[src/rtl/frequency_analyzer_sequencer.sv]
// Control sequencer for the frequency analyzer: latches a configuration,
// pulses the analyzer clear, opens an enable window of exactly W clocks,
// then captures f0/f1 results with a done pulse and a dominant-tone code.
module frequency_analyzer_sequencer #(
   parameter int WIDTH                 = 32,
   parameter int DEFAULT_WINDOW_CYCLES = 1000000,
   parameter int CLEAR_CYCLES          = 4,
   parameter int SETTLE_CYCLES         = 2
) (
   input  logic             clock,
   input  logic             reset,
   input  logic             start,
   input  logic             abort,
   input  logic [31:0]      window_cycles,
   input  logic [WIDTH-1:0] f0_cfg,
   input  logic [WIDTH-1:0] f1_cfg,
   input  logic [WIDTH-1:0] deviation_cfg,
   input  logic [WIDTH-1:0] f0_value,
   input  logic [WIDTH-1:0] f1_value,
   output logic             analyzer_enable,
   output logic             analyzer_clear,
   output logic [WIDTH-1:0] analyzer_f0,
   output logic [WIDTH-1:0] analyzer_f1,
   output logic [WIDTH-1:0] analyzer_deviation,
   output logic             busy,
   output logic             done,
   output logic             result_valid,
   output logic             aborted,
   output logic [WIDTH-1:0] f0_result,
   output logic [WIDTH-1:0] f1_result,
   output logic [1:0]       dominant
);

   typedef enum logic [2:0] {
      S_IDLE,
      S_CLEAR,
      S_SETTLE_A,
      S_MEASURE,
      S_SETTLE_B,
      S_CAPTURE
   } state_t;

   // Down-counter reload values; each phase runs load+1 clocks.
   localparam logic [31:0] CLR_LOAD = 32'(CLEAR_CYCLES - 1);
   localparam logic [31:0] SET_LOAD = 32'(SETTLE_CYCLES - 1);
   localparam logic [31:0] DEF_WIN  = 32'(DEFAULT_WINDOW_CYCLES);

   state_t           state_q, state_d;
   logic [31:0]      cnt_q, cnt_d;
   logic [31:0]      win_q, win_d;
   logic             enable_q, enable_d;
   logic             clear_q, clear_d;
   logic [WIDTH-1:0] f0_cfg_q, f0_cfg_d;
   logic [WIDTH-1:0] f1_cfg_q, f1_cfg_d;
   logic [WIDTH-1:0] dev_cfg_q, dev_cfg_d;
   logic             busy_q, busy_d;
   logic             done_q, done_d;
   logic             valid_q, valid_d;
   logic             aborted_q, aborted_d;
   logic [WIDTH-1:0] f0_res_q, f0_res_d;
   logic [WIDTH-1:0] f1_res_q, f1_res_d;
   logic [1:0]       dom_q, dom_d;

   // Dominant-tone code: 00 both zero, 01 f0 larger, 10 f1 larger, 11 equal nonzero.
   function automatic logic [1:0] classify(input logic [WIDTH-1:0] a,
                                           input logic [WIDTH-1:0] b);
      logic [1:0] code;
      if (a == '0 && b == '0) begin
         code = 2'b00;
      end else if (a > b) begin
         code = 2'b01;
      end else if (b > a) begin
         code = 2'b10;
      end else begin
         code = 2'b11;
      end
      return code;
   endfunction

   // Next-state and registered-output computation; abort overrides every active phase.
   always_comb begin
      state_d   = state_q;
      cnt_d     = cnt_q;
      win_d     = win_q;
      enable_d  = 1'b0;
      clear_d   = 1'b0;
      f0_cfg_d  = f0_cfg_q;
      f1_cfg_d  = f1_cfg_q;
      dev_cfg_d = dev_cfg_q;
      done_d    = 1'b0;
      valid_d   = valid_q;
      aborted_d = 1'b0;
      f0_res_d  = f0_res_q;
      f1_res_d  = f1_res_q;
      dom_d     = dom_q;

      case (state_q)
         S_IDLE: begin
            if (start && !abort) begin
               f0_cfg_d  = f0_cfg;
               f1_cfg_d  = f1_cfg;
               dev_cfg_d = deviation_cfg;
               win_d     = (window_cycles == 32'd0) ? DEF_WIN : window_cycles;
               valid_d   = 1'b0;
               cnt_d     = CLR_LOAD;
               clear_d   = 1'b1;
               state_d   = S_CLEAR;
            end
         end
         S_CLEAR: begin
            if (cnt_q == 32'd0) begin
               cnt_d   = SET_LOAD;
               state_d = S_SETTLE_A;
            end else begin
               cnt_d   = cnt_q - 32'd1;
               clear_d = 1'b1;
            end
         end
         S_SETTLE_A: begin
            if (cnt_q == 32'd0) begin
               cnt_d    = win_q - 32'd1;
               enable_d = 1'b1;
               state_d  = S_MEASURE;
            end else begin
               cnt_d = cnt_q - 32'd1;
            end
         end
         S_MEASURE: begin
            if (cnt_q == 32'd0) begin
               cnt_d   = SET_LOAD;
               state_d = S_SETTLE_B;
            end else begin
               cnt_d    = cnt_q - 32'd1;
               enable_d = 1'b1;
            end
         end
         S_SETTLE_B: begin
            if (cnt_q == 32'd0) begin
               state_d = S_CAPTURE;
            end else begin
               cnt_d = cnt_q - 32'd1;
            end
         end
         S_CAPTURE: begin
            f0_res_d = f0_value;
            f1_res_d = f1_value;
            dom_d    = classify(f0_value, f1_value);
            done_d   = 1'b1;
            valid_d  = 1'b1;
            state_d  = S_IDLE;
         end
         default: begin
            state_d = S_IDLE;
         end
      endcase

      if (state_q != S_IDLE && abort) begin
         state_d   = S_IDLE;
         cnt_d     = 32'd0;
         enable_d  = 1'b0;
         clear_d   = 1'b0;
         done_d    = 1'b0;
         aborted_d = 1'b1;
         valid_d   = valid_q;
         f0_res_d  = f0_res_q;
         f1_res_d  = f1_res_q;
         dom_d     = dom_q;
      end

      busy_d = (state_d != S_IDLE);
   end

   // State and output registers; reset clears everything immediately.
   always_ff @(posedge clock or negedge reset) begin
      if (!reset) begin
         state_q   <= S_IDLE;
         cnt_q     <= 32'd0;
         win_q     <= 32'd0;
         enable_q  <= 1'b0;
         clear_q   <= 1'b0;
         f0_cfg_q  <= '0;
         f1_cfg_q  <= '0;
         dev_cfg_q <= '0;
         busy_q    <= 1'b0;
         done_q    <= 1'b0;
         valid_q   <= 1'b0;
         aborted_q <= 1'b0;
         f0_res_q  <= '0;
         f1_res_q  <= '0;
         dom_q     <= 2'b00;
      end else begin
         state_q   <= state_d;
         cnt_q     <= cnt_d;
         win_q     <= win_d;
         enable_q  <= enable_d;
         clear_q   <= clear_d;
         f0_cfg_q  <= f0_cfg_d;
         f1_cfg_q  <= f1_cfg_d;
         dev_cfg_q <= dev_cfg_d;
         busy_q    <= busy_d;
         done_q    <= done_d;
         valid_q   <= valid_d;
         aborted_q <= aborted_d;
         f0_res_q  <= f0_res_d;
         f1_res_q  <= f1_res_d;
         dom_q     <= dom_d;
      end
   end

   assign analyzer_enable    = enable_q;
   assign analyzer_clear     = clear_q;
   assign analyzer_f0        = f0_cfg_q;
   assign analyzer_f1        = f1_cfg_q;
   assign analyzer_deviation = dev_cfg_q;
   assign busy               = busy_q;
   assign done               = done_q;
   assign result_valid       = valid_q;
   assign aborted            = aborted_q;
   assign f0_result          = f0_res_q;
   assign f1_result          = f1_res_q;
   assign dominant           = dom_q;

endmodule

[config.mk]
export PLATFORM = sky130hd
export DESIGN_NAME = frequency_analyzer_sequencer
export DESIGN_NICKNAME = d
export VERILOG_FILES = /design/src/rtl/frequency_analyzer_sequencer.sv
export SDC_FILE = /design/constraint.sdc
export NUM_CORES = 1
export LEC_CHECK = 0
export CAP_MARGIN = 5
export CORE_UTILIZATION = 30
export CTS_CLUSTER_DIAMETER = 100
export CTS_CLUSTER_SIZE = 25
export DETAILED_ROUTE_END_ITERATION = 10
export GPL_TIMING_DRIVEN = 0
export PLACE_DENSITY = 0.52
export SLEW_MARGIN = 20
export SYNTH_ARGS = -nofsm -noshare
export SYNTH_HDL_FRONTEND = slang
export SYNTH_SLANG_ARGS = --single-unit
[constraint.sdc]
create_clock -name clock -period 3.13 [get_ports clock]
set_clock_uncertainty 0.05 [all_clocks]
set_input_delay 0.626 -clock clock [delete_from_list [all_inputs] [get_ports clock]]
set_output_delay 0.626 -clock clock [all_outputs]
set_load 0.1 [all_outputs]
# Yosys cells after proc, flatten, opt, wreduce, memory -nomap -nowiden
# Cells that the tools add are included.
# W data, S select, Z words.
[word_totals] reg_bits=235 out_inout_bits=168 input_bits=196 word_cells=75
[classes] n_lt_le_gt_ge=2 mux=29 n_reduce_logical=18 add_sub_neg=2 eq_ne=8 bitwise=1
[op_table] operator="$mux W32" count=6
[op_table] operator="$logic_not A32 Y1" count=4
[op_table] operator="$pmux W32 S4" count=1
[op_table] operator="$gt A32 B32 Y1" count=2
[op_table] operator="$sub A32 B1 Y32 const B" count=2
[op_table] operator="$mux W3" count=6
[op_table] operator="$pmux W3 S5" count=1
[op_table] operator="$mux W1" count=10
[op_table] operator="$eq A3 B2 Y1 const B" count=2
[op_table] operator="$eq A3 B3 Y1 const B" count=2
[op_table] operator="$ne A3 B3 Y1 const B" count=2
[op_table] operator="$pmux W1 S2" count=3
[op_table] operator="$reduce_and A3 Y1" count=2
[op_table] operator="$reduce_bool A3 Y1" count=2
[op_table] operator="$reduce_bool A5 Y1" count=1
[op_table] operator="$mux W2" count=2
[op_table] operator="$reduce_and A2 Y1" count=2
[op_table] operator="$eq A3 B1 Y1 const B" count=1
[op_table] operator="$logic_and A1 B1 Y1" count=3
[op_table] operator="$logic_not A3 Y1" count=1
[op_table] operator="$ne A2 B2 Y1 const B" count=1
[op_table] operator="$reduce_bool A2 Y1" count=1
[op_table] operator="$reduce_or A2 Y1" count=1
[op_table] operator="$logic_not A1 Y1" count=1
[op_table] operator="$not A1 Y1" count=1

# Longest topological paths before layout
[depth] depth_word=6 ltp_mapped=10 mapped_depth_nobuf=8

# Worst setup path before layout
# OpenSTA, ideal clock, no wires.
[synth_path] path_kind="register to register" start="register cnt_q[24]" end="register cnt_q[12]" setup_ns=0.130 t_arrival_ns=2.440 setup_slack_ns=0.509 path_stages_with_launch=9 t_required_ns=2.950 period_less_slack_ns=2.621 n_path_buf=3 cell_sequence="dfrtp_1 -> or3_4 -> or3_1 -> buf_2 -> or4_4 -> buf_6 -> o21ai_2 -> buf_4 -> o21ai_0"
[synth_between] elab_chain_cells=4 elab_cells_between_ends=7 classes_between="eq/ne (1); mux (4); reduce/logical (2)"
[synth_rtl] element="from (decl)" line_no="49" text="logic [31:0] cnt_q, cnt_d;"
[synth_rtl] element="from (signal assigned)" line_no="193" text="cnt_q <= cnt_d;"
[synth_rtl] element="$logic_not A32 Y1 (*)"
[synth_rtl] element="$mux W32 (on tied branches)" line_no="111, 129, 120"
[synth_rtl] element="$pmux W32 S4" line_no="97" text="case (state_q)"
[synth_rtl] element="$mux W32" line_no="157" text="if (state_q != S_IDLE && abort) begin"
# Every way passes the cells marked *; elsewhere a longest branch is shown, timed or not.
# A chain may end at the register's enable or synchronous reset.

# Worst setup path in the final report
[layout_path] start="register cnt_q[24]" end="register cnt_q[0]"
# The elaborated chain is that of the path after synthesis.

==> impl_metrics.yaml <==
final_layout:
  ff_latch_area_sq_mm: 0.00588
  multiInputGateArea_sq_mm: 0.00533
  final_cells: 2260
  layout_common_cells: "525 x nand2_1, 361 x clkdlybuf4s50_1, 235 x dfrtp_1"
  fillers: 3819
  areaGrowthSynthToFinish_pct: 42.5
  final_common_cell: "nand2_1"
  final_nets: 1970
  drive_gt1_share_pct: 3.90
synth:
  synth_top_area_share_pct: 50.8
  syn_area_per_cell_sq_um: 8.55
  async_flop_share_pct: 100
  ys_warn_count: 0
  synth.area.top_cells: "dfrtp_1 51%, nand2_1 17%, ha_1 3.8%"
  synth_cell_types: 69
  yosys_register_bits: 235
  synth_area_sq_mm: 0.0116
  seq_area_frac_synth_pct: 50.8
  synth_top_cell_by_area: "dfrtp_1"
  synth_ff_type: "dfrtp_1"
  synth_edf_count: 0
  synth_cells: 1355
  syn_nets: 1586
die:
  coreArea_sq_mm: 0.0378
  placementRows: 71
  die_width_um: 199
  initial_core_util_pct: 30.6
  fp.dieH_um: 199
  die_area_sq_mm: 0.0394
  boundaryPins: 364
power:
  p_total_uw: 16500
  p_int_uw: 7320
  pwr-share-seq_pct: 27.7
  pwr-share-clk_pct: 13.0
  power_frac_comb_pct: 59.2
  leakage_uw: 0.00751
  swShare_pct: 55.7
  vdd_drop_max_v: 0.000855
  switching_power_uw: 9210
  power_density_mw_per_mm2: 1000
clocking:
  cts.clk_slew.worst_paths_ns: 0.11
  clk_latency_ns: 0.50
  numCtsBuffers: 15
  cts_buffer_depth: 3
  clock-root-buffer: "clkbuf_16"
  htreeDepth: 1
  clkSinkCount: 235
  cts_tree: "built"
sta:
  rsz0062_at_grt: "false"
  setup_ws_ns: 0.0837
  hold_viol: 0
  finalCritPeriodShare_pct: 97.3
  slew_viol_final: 0
  fmax_mhz: 328
  worstMarginPinSlew_ns: 1.13
  setup_viol: 0
  slew-limit-headroom_pct: 24.5
  fin_crit_ns: 3.05
setup_path:
  crit_arrival_ns: 3.37
  start_kind: "flip-flop"
  path_max_fanout: 8
  crit_type: "flip-flop to flip-flop"
  cp.required_ns: 3.46
  worst_setup_path_end_kind: "flip-flop"
min_path:
  min_path_type: "primary input to asynchronous set/reset pin"
detailed_routing:
  viasPerCell: 4.95
  vias: 11179
  drc: 0
  drtPass1Iterations: 7
  routed_wl_um: 45400
  wl_per_cell_um: 20.1
  drtIter0Drc: 677
  ant_nets: 0
outcome:
  status: "complete, no violations"
placement:
  place_congestion: 0.908
  dp_cells: 2230
  dpl.hpwl_um: 35100
  io_buffers: 362
  pre_cts_slack_ns: -0.180
global_routing:
  antenna_found_initial: 5
  track_usage_pct: 23.2
  grt_pass1_wl_um: 70000
  gr-total-overflow: 0
  grt_pass1_vias: 11550
  grt_start_max_net_pins: 84
job:
  max_cap_viol_count: 0
[worst paths after layout]
check                                       start                endpoint  slack [ns]  cells past startpoint
min in group clock         analyzer_deviation[31]  analyzer_deviation[31]        0.43                      2
min reg2reg                analyzer_deviation[31]  analyzer_deviation[31]        0.43                      2
min                                         reset               cnt_q[23]        0.08                      1
max                                     cnt_q[24]                cnt_q[0]        0.08                      9
max in group asynchronous                   reset          analyzer_f0[8]        1.68                      3
max reg2reg                             cnt_q[24]                cnt_q[0]        0.08                      9
[critical path: stages (launching register included)]
cell	delay, ns
dfrtp_1	0.45
or3_4	0.41
or3_1	0.32
buf_2	0.19
or4_4	0.54
buf_6	0.17
a21oi_4	0.30
buf_12	0.15
o31ai_1	0.06
a221oi_1	0.28
[cell usage after synthesis (13+ instances only)]
cell and count:
nor3_1 34, a21oi_1 28, xnor2_1 14, nand2_1 525, nor2_1 40, a211oi_1 13
ha_1 35, nor4_1 46, xor2_1 17, clkbuf_1 56, dfrtp_1 235, inv_1 43
o21ai_0 83, nand4_1 18
[registers in the layout, indices dropped and copies added, names as in the netlist]
register	cells
state_q	3
f1_result	32
analyzer_f0	32
analyzer_enable	1
busy	1
analyzer_deviation	32
analyzer_f1	32
done	1
dominant	2
result_valid	1
f0_result	32
analyzer_clear	1
win_q	32
aborted	1
cnt_q	32
[timing repair]
action / CTS / global route
endpoints found under the setup margin: 23 / 111
buffers inserted: 2 / 2
endpoints found under the hold margin: 0 / 0
gates resized for setup: 3 / 15
pin swaps: 1 / 2
hold buffers: 0 / 0
[power groups by stage]
stage	combinational (uW)	clock, uW	sequential (uW)
floorplan	2340	0	9060
global placement	9650	0	4610
detailed placement	9650	0	4620
CTS	9730	2250	4580
global route	10300	2340	4710
finish	9790	2150	4590
[area by class of cell]
| type | instances | share of cell area [%] |
|---|---|---|
| sequential | 235 | 35.6 |
| timing repair buffer | 368 | 22.6 |
| clock inverter | 6 | 0.455 |
| clock buffer | 17 | 2.44 |
| multi-input combinational | 1010 | 32.3 |
| tap | 511 | 3.87 |
| buffer | 65 | 1.68 |
| antenna | 4 | 0.0606 |
| inverter | 44 | 1.00 |
[metal layers]
metal	global-route usage [%]	vias to the layer above	share of wire, %
li1	-	5379	-
met5	0	-	0.022
met1	28.4	5403	41
met3	5.93	58	7.1
met2	39.8	337	49
met4	7.09	2	2.6
[logic make-up after synthesis]
logic type	Yosys count	synth area share [%]
AND/OR/NAND/NOR	734	27.5
AO/OA/AOI/OAI	209	11.8
XOR/XNOR	31	2.34
flip-flops	235	50.8
adder cells (fa/ha/maj)	35	3.78
buffers and inverters	110	3.77
multiplexers	1	0.0864
[per-stage QoR]
stage	instance area (sq um)	setup TNS (ns)	util, %	hold slack (ns)
final	16500	0	43.6	0.0783
after global routing	16500	0	43.6	0.117
after CTS	16400	0	43.4	0.0902
after detailed placement	15900	-8.15	42.0	0.411
after global placement	15800	-2276.02	41.9	0.408
after floorplan	11600	0	-	0.280
(Power assumes the default switching activity.)
